`src/rtl/sev_seg_pkg.sv`:
```
// Shared constants for the multiplexed seven-segment scan controller:
// blanking values, scan state encoding and the active-low hex glyph table.
package sev_seg_pkg;

    localparam logic [7:0] SEG_OFF = 8'hFF;
    localparam logic [7:0] DIG_OFF = 8'hFF;

    typedef logic [0:0] scan_state_t;
    localparam scan_state_t BLANK = 1'b0;
    localparam scan_state_t DRIVE = 1'b1;

    // Segment order g..a, 0 = lit; entry [15] is 'F', entry [0] is '0'.
    localparam logic [15:0][6:0] HEX_SEG = {
        7'h0E, 7'h06, 7'h21, 7'h46, 7'h03, 7'h08, 7'h10, 7'h00,
        7'h78, 7'h02, 7'h12, 7'h19, 7'h30, 7'h24, 7'h79, 7'h40
    };

endpackage

```
`src/rtl/sev_seg_hex_decode.sv`:
```
// Combinational hex nibble to active-low seven-segment glyph lookup.
module sev_seg_hex_decode
    import sev_seg_pkg::*;
(
    input  logic [3:0] nibble,
    output logic [6:0] seg
);

    assign seg = HEX_SEG[nibble];

endmodule

```
`src/rtl/sev_seg_scan_ctrl.sv`:
```
// Scan scheduler for a multiplexed seven-segment display: blank/drive slots per
// digit, registered outputs, and a shadow image that is applied only at frame ends.
module sev_seg_scan_ctrl
    import sev_seg_pkg::*;
#(
    parameter int NUM_DIGITS   = 8,
    parameter int SLOT_CYCLES  = 16384,
    parameter int BLANK_CYCLES = 64
) (
    input  logic        clk,
    input  logic        reset,
    input  logic        load_valid,
    output logic        load_ready,
    input  logic [31:0] load_data,
    input  logic [7:0]  load_dp,
    input  logic [7:0]  load_mask,
    output logic [7:0]  sev_seg_leds,
    output logic [7:0]  digit_en_n,
    output logic        frame_done
);

    localparam int CNT_W = $clog2(SLOT_CYCLES);
    localparam logic [CNT_W-1:0] CNT_LAST   = CNT_W'(SLOT_CYCLES - 1);
    localparam logic [CNT_W-1:0] BLANK_LAST = CNT_W'(BLANK_CYCLES - 1);
    localparam logic [2:0]       IDX_LAST   = 3'(NUM_DIGITS - 1);

    scan_state_t      state;
    logic [CNT_W-1:0] cnt;
    logic [2:0]       idx;

    logic [31:0] active_data;
    logic [7:0]  active_dp;
    logic [7:0]  active_mask;
    logic [31:0] shadow_data;
    logic [7:0]  shadow_dp;
    logic [7:0]  shadow_mask;
    logic        shadow_full;

    logic        slot_end;
    logic        frame_end;
    logic        accept;
    logic [6:0]  glyph;

    assign slot_end   = (cnt == CNT_LAST);
    assign frame_end  = slot_end && (idx == IDX_LAST);
    assign frame_done = frame_end;
    assign load_ready = ~shadow_full;
    assign accept     = load_valid && ~shadow_full;

    sev_seg_hex_decode u_decode (
        .nibble (active_data[{idx, 2'b00} +: 4]),
        .seg    (glyph)
    );

    always_ff @(posedge clk) begin
        if (reset) begin
            state <= BLANK;
            cnt   <= '0;
            idx   <= 3'd0;
        end else if (slot_end) begin
            state <= BLANK;
            cnt   <= '0;
            idx   <= (idx == IDX_LAST) ? 3'd0 : idx + 3'd1;
        end else begin
            cnt <= cnt + CNT_W'(1);
            if (cnt == BLANK_LAST) begin
                state <= DRIVE;
            end
        end
    end

    // Accept and transfer are exclusive: a full shadow never accepts a new load.
    always_ff @(posedge clk) begin
        if (reset) begin
            shadow_full <= 1'b0;
            shadow_data <= '0;
            shadow_dp   <= '0;
            shadow_mask <= '0;
            active_data <= '0;
            active_dp   <= '0;
            active_mask <= '0;
        end else if (accept) begin
            shadow_full <= 1'b1;
            shadow_data <= load_data;
            shadow_dp   <= load_dp;
            shadow_mask <= load_mask;
        end else if (frame_end && shadow_full) begin
            shadow_full <= 1'b0;
            active_data <= shadow_data;
            active_dp   <= shadow_dp;
            active_mask <= shadow_mask;
        end
    end

    // A masked digit keeps the segment bus dark as well as its anode off.
    always_ff @(posedge clk) begin
        if (reset) begin
            sev_seg_leds <= SEG_OFF;
            digit_en_n   <= DIG_OFF;
        end else if (state == DRIVE && active_mask[idx]) begin
            sev_seg_leds <= {~active_dp[idx], glyph};
            digit_en_n   <= ~(8'h01 << idx);
        end else begin
            sev_seg_leds <= SEG_OFF;
            digit_en_n   <= DIG_OFF;
        end
    end

endmodule

```
`config.mk`:
```
export PLATFORM = sky130hd
export DESIGN_NAME = sev_seg_scan_ctrl
export DESIGN_NICKNAME = d
export VERILOG_FILES = /design/src/rtl/sev_seg_pkg.sv /design/src/rtl/sev_seg_hex_decode.sv /design/src/rtl/sev_seg_scan_ctrl.sv
export SDC_FILE = /design/constraint.sdc
export NUM_CORES = 1
export LEC_CHECK = 0
export BUFFER_PORTS_ARGS = -buffer_cell sky130_fd_sc_hd__clkbuf_2
export CORE_UTILIZATION = 45
export DETAILED_ROUTE_END_ITERATION = 7
export GPL_ROUTABILITY_DRIVEN = 0
export PLACE_DENSITY = 0.63
export RECOVER_POWER = 50
export REMOVE_ABC_BUFFERS = 1
export SYNTH_ARGS = -nofsm -noshare
export SYNTH_HDL_FRONTEND = slang
export SYNTH_SLANG_ARGS = --single-unit
```
`constraint.sdc`:
```
create_clock -name clk -period 1.99 [get_ports clk]
set_input_delay 0.0995 -clock clk [delete_from_list [all_inputs] [get_ports clk]]
set_output_delay 0.0995 -clock clk [all_outputs]
set_load 0.02 [all_outputs]
```
==> results of run 1 <==
-- area by class of cell --
cell class,count,area (sq um),area share [%]
sequential,131,2630,36.9
multi-input combinational,432,2460,34.5
timing repair buffer,151,1170,16.4
clock buffer,17,425,5.98
clock inverter,15,228,3.20
tap,140,175,2.46
inverter,10,37.5,0.527
-- sequential cells by signal (all words and copies together) (netlist names) --
signal        cells
shadow_mask       8
state             1
idx               3
active_dp         8
sev_seg_leds      8
active_mask       8
cnt              14
shadow_data      32
shadow_dp         8
digit_en_n        8
shadow_full       1
active_data      32
-- worst max path at each step --
stage	cells after the start	slack [ns]	startpoint	to
floorplan	5	-0.77	idx[0]	sev_seg_leds[0]
global placement	6	-0.06	idx[1]	sev_seg_leds[1]
detailed placement	9	-0.15	idx[0]	sev_seg_leds[5]
CTS	7	0.0001	idx[0]	frame_done
global route	7	-0.03	idx[0]	sev_seg_leds[4]
finish	7	0.06	idx[0]	sev_seg_leds[4]
-- worst max-delay path, stage by stage, from the launching register on --
cell	delay, ns
dfxtp_4	0.38
buf_6	0.12
mux4_2	0.53
mux2i_4	0.20
buf_6	0.16
buf_4	0.11
mux2i_1	0.18
o221ai_1	0.12
-- logic make-up after synthesis --
group / share of synthesized area, %
compound gates: 12.2
xor+xnor: 1.85
fa+ha+maj: 2.89
buf+inv: 4.89
flops: 50.4
mux: 6.33
simple gates: 21.4
-- synthesized netlist by cell type (6+ instances only) --
cell | instances | area, sq um
a21oi_1 | 102 | 510
and3_1 | 6 | 37.5
buf_1 | 6 | 22.5
buf_2 | 11 | 55.1
clkbuf_1 | 19 | 71.3
dfxtp_1 | 131 | 2620
ha_1 | 12 | 150
inv_1 | 9 | 33.8
mux2i_1 | 7 | 70.1
mux4_2 | 10 | 225
nand2_1 | 215 | 807
nor2_1 | 22 | 82.6
xor2_1 | 7 | 61.3
-- per-stage QoR --
step / total power (W) / std cells / cell area, sq um
floorplan: 0.00287 / 573 / 4980
global placement: 0.00299 / 808 / 5770
detailed placement: 0.00300 / 808 / 5770
CTS: 0.00651 / 890 / 6950
global route: 0.00667 / 896 / 7120
finish: 0.00644 / 896 / 7120
-- placed cells by master (no fill, tap or decap), types with 3 or more instances in the layout --
cell           instances
a21oi_2                3
inv_1                  7
and3_4                 3
nor2_1                22
nor3_1                 4
dfxtp_1              129
xnor2_1                4
buf_4                 22
and3_1                 3
buf_6                  4
o221ai_1               4
ha_1                   8
bufinv_16              5
a211oi_1               3
dlygate4sd3_1         50
inv_6                  3
mux4_2                10
xor2_1                 7
buf_12                 5
mux2i_1                5
clkinv_4               3
clkbuf_1              19
nand2_1              212
clkbuf_16             18
clkbuf_2              48
and2_1                 3
a21oi_1              100
-- repair_timing --
item,CTS,global route
endpoints found under the setup margin,49,52
buffers inserted,0,5
hold buffers,50,0
pin swaps,0,7
cloned,0,2
gates resized for setup,11,32
hold endpoints to repair,56,0
-- power breakdown --
part	total (W)	switching, W	internal (W)	leakage (nW)
Sequential	0.00272	0.0000349	0.00268	1.07
Combinational	0.000303	0.000150	0.000153	1.34
Clock	0.00342	0.00118	0.00223	0.314
Total	0.00644	0.00137	0.00507	2.72
-- per-layer routing --
metal / global-route usage [%] / vias up / wire length, um
met5: 0 / - / 0
met1: 26.7 / 2123 / 5630
met3: 6.82 / 9 / 458
met2: 35.8 / 79 / 6040
li1: - / 2294 / -
met4: 7.52 / 0 / 136
==> impl_metrics.toml, run 1 <==
[flow_run]
drv_cap = 0

[routing]
first_iter_violations = 218
detail_route.wl_per_cell_um = 13.7
wirelength_um = 12300
drc = 0
avgViaCountPerCell = 5.03
ant_nets = 0
vias = 4505
first_pass_iters = 5

[cts]
clk_pin_slew_worst_paths_ns = 0.06
clkLatencyLatePin_ns = 0.41
htree_levels = 4
cts_buffers = 17
cts_buffer_depth = 2
root_buffer = "clkbuf_16"
cts_num_sinks = 131
cts_tree = "yes"

[sta]
setup_viol = 0
fin_ws_ns = 0.0574
period_share_pct = 97.1
max_slew.worst_pin.slew_ns = 0.977
hold_violations = 0
clock_skew_ns = 0.00636
slew-limit-headroom_pct = 34.9
fmax_ghz = 0.517
hold_ws_ns = 0.449
post-route-min-period_ns = 1.93
setup_tns_ns = 0
final-max-slew-violation-count = 0

[global_routing]
overflow = 0
grt_max_degree = 61
grt_pass1_vias = 4302
grt_pass1_wl_um = 19800
antenna_found_initial = 0
track_usage_pct = 21.7

[worst_hold_path]
whs_endpoint = "active_data[22]"
hold_class = "flop to flop"
hp-start = "active_data[22]"
worstHoldPathCells = 2

[critical_path]
crit_path_max_fanout = 6
worst_setup_path_end_kind = "flop"
worstRegToRegCells = 7
rrSetupSlack_ns = 0.06
required_ns = 2.28
cp.arrival_ns = 2.22
worst_setup_path_start_kind = "flop"
path_class = "flop to flop"
reg2reg_to = "sev_seg_leds[4]"
timing.rr.start = "idx[0]"

[placement]
io_buffers = 68
post-place-ws_ns = -0.150
dp_hpwl_um = 7610

[floorplanning]
core-area_sq_um = 11000
io_pins = 69
die_y_um = 109
die_x_um = 109
rows = 38
die_area_sq_um = 12000
start_util_pct = 47.1

[final_layout]
diodes = 0
nFillCells = 985
areaGrowthSynthToFinish_pct = 36.9
drive_above_1_share_pct = 20.8
final_core_util_pct = 64.5
layout.nets = 806

[yosys]
synth.distinct_cells = 42
ys_seq_area_share_pct = 50.4
synthArstFlopShare_pct = 0
ys.flop_type = "dfxtp_1"
synth_seq_cells = 131
ys.warnings.count = 0
synth-edff-count = 0
synth_area_sq_um = 5200
synth_area_per_cell_sq_um = 8.44
synth_cells = 616

[pwr]
power_density_nw_per_um2 = 904
leakage_nw = 2.72
vdd_drop_max_v = 0.000880

[run_status]
status = "complete, no violations"
No activity file was read; power rests on OpenSTA's default activity.
==> inputs of run 2 (changes only) <==
- ABC_AREA: default -> 0
- CORE_UTILIZATION: 45 -> 30
- PLACE_DENSITY: 0.63 -> 0.45
==> run 2 against run 1 <==
Compared with the run above:
- the run now ends with negative setup slack left
- core utilization is 22 points lower
- via count is 0.84% lower
- final cell count up 8.0%
- largest power group unchanged
- critical path type unchanged
- register-to-register slack lost 0.08 ns
- final area increased by 0.28%
- die area is 49% higher
- worst hold slack lost 0.0044 ns
- sequential cell count stayed put
==> impl_metrics.toml, run 2 (synthesis gave the netlist of run 1 again) <==
[run_status]
status = "finished, violations left"
violations = "negative setup slack"

[critical_path]
worst_setup_path_start_kind = "flop"
crit_path_max_fanout = 5
critical-path-top-delay-family = "multiplexers"
required_ns = 2.30
worstPathCellList = "buf_6 > mux4_2 > mux2_4 > ha_4 > inv_2 > nor3_1 > a211oi_2 > o21ai_1"
critPathLaunch = "idx[0]"
path_class = "flop to flop"
worstRegToRegCells = 8
worst_setup_path_end_kind = "flop"
slowest_delay_ns = 0.48
worst-path-buf-inv = 2
reg2reg_to = "sev_seg_leds[3]"
timing.rr.start = "idx[0]"
rrSetupSlack_ns = -0.03
critical-path-slowest-cell = "mux4_2"
cp.arrival_ns = 2.33

[routing]
first_pass_iters = 4
avgViaCountPerCell = 4.61
detail_route.wl_per_cell_um = 13.9
drc = 0
first_iter_violations = 178
vias = 4467
ant_nets = 0
wirelength_um = 13400

[sta]
max_slew.worst_pin.slew_ns = 0.998
final-max-slew-violation-count = 0
slew-limit-headroom_pct = 33.5
hold_ws_ns = 0.445
grt_setup_unrepaired = "true"
post-route-min-period_ns = 2.02
fin_ws_ns = -0.0273
clock_skew_ns = 0.0147
period_share_pct = 101
hold_violations = 0
setup_viol = 1
fmax_ghz = 0.496

[flow_run]
drv_cap = 0

[floorplanning]
die_x_um = 134
start_util_pct = 31.0
io_pins = 69
die_area_sq_um = 17900
die_y_um = 134
rows = 47
core-area_sq_um = 16800

[global_routing]
track_usage_pct = 14.9
grt_max_degree = 99
overflow = 0
antenna_found_initial = 0
grt_pass1_wl_um = 21000
grt_pass1_vias = 4404

[final_layout]
areaGrowthSynthToFinish_pct = 37.3
largest_registers = "active_data x32, shadow_data x32, cnt x14"
diodes = 0
layout_common_cells = "nand2_1 (214), dfxtp_1 (130), a21oi_1 (99)"
final_cells = 968
final_common_cell = "nand2_1"
layout.nets = 798
drive_above_1_share_pct = 19.9

[cts]
cts_num_sinks = 131
cts_tree = "yes"
clk_pin_slew_worst_paths_ns = 0.06
htree_levels = 4
cts_buffer_depth = 2
post_cts_buffers = 0
clkLatencyLatePin_ns = 0.42
cts_buffers = 17
root_buffer = "clkbuf_16"

[worst_hold_path]
hp-start = "load_data[11]"
whs_endpoint = "shadow_data[11]"
worstHoldPathCells = 4
hold_class = "input pin to flop"

[placement]
io_buffers = 68
dp_hpwl_um = 7990
post-place-cells = 880

[pwr]
leakage_nw = 2.69
power_density_nw_per_um2 = 848
vdd_drop_max_v = 0.000497
run 2: cell types whose count changed in the layout (fill, tap and decap cells not counted), sizes merged:
cell | previous run | this run
bufinv | 5 | 2
clkinvlp | 2 | 1
clkdlybuf4s18 | 0 | 1
clkinv | 6 | 8
buf | 32 | 21
clkbuf | 86 | 93
inv | 12 | 9
run 2: what timing repair did:
item / in CTS / in global routing
resized for setup: 22 / 24
gates cloned: 1 / 5
pin swaps: 2 / 5
endpoints found under the setup margin: 46 / 50
hold buffers: 50 / 0
hold endpoints to repair: 55 / 0
run 2: final cells by class:
| cell class | count | area, sq um |
|---|---|---|
| fill | 1722 | 9620 |
| multi-input combinational | 432 | 2450 |
| inverter | 10 | 40.0 |
| sequential | 131 | 2630 |
| tap | 220 | 275 |
| clock inverter | 10 | 106 |
| timing repair buffer | 143 | 1160 |
| clock buffer | 22 | 474 |
run 2: routing by layer:
layer,up-vias,global-route usage (%),part of all wire (%)
met5,-,0,0
li1,2281,-,-
met1,2092,17.9,47
met3,17,4.60,3.7
met2,77,25.1,47
met4,0,5.62,2.1
run 2: how the worst max path moves through the flow:
| stage | end | slack, ns | depth (start not counted) |
|---|---|---|---|
| floorplan | sev_seg_leds[0] | -0.77 | 5 |
| global route | sev_seg_leds[0] | -0.07 | 7 |
| global placement | sev_seg_leds[3] | -0.09 | 8 |
| finish | sev_seg_leds[3] | -0.03 | 8 |
| detailed placement | sev_seg_leds[3] | -0.19 | 8 |
| CTS | sev_seg_leds[3] | -0.01 | 8 |
run 2: power breakdown:
group	leakage (nW)	switching, W	internal, W
Combinational	1.33	0.000147	0.000150
Sequential	1.06	0.0000351	0.00269
Clock	0.289	0.00111	0.00193
run 2: through the flow:
stage / util, % / TNS (ns) / power, W / area, sq um / setup WS [ns]
floorplan: - / -50.33 / 0.00287 / 4980 / -0.767
global placement: 34.6 / -0.117 / 0.00300 / 5800 / -0.0869
detailed placement: 34.6 / -0.451 / 0.00300 / 5800 / -0.186
CTS: 41.6 / -0.00990 / 0.00611 / 6980 / -0.00990
global route: 42.6 / -0.331 / 0.00628 / 7140 / -0.0720
finish: 42.6 / -0.0273 / 0.00605 / 7140 / -0.0273
run 2: tightest hold or removal path, cell delays in order:
cell           delay, ns
dlygate4sd3_1       0.53
clkbuf_2            0.10
nand2_1             0.04
a21oi_1             0.05
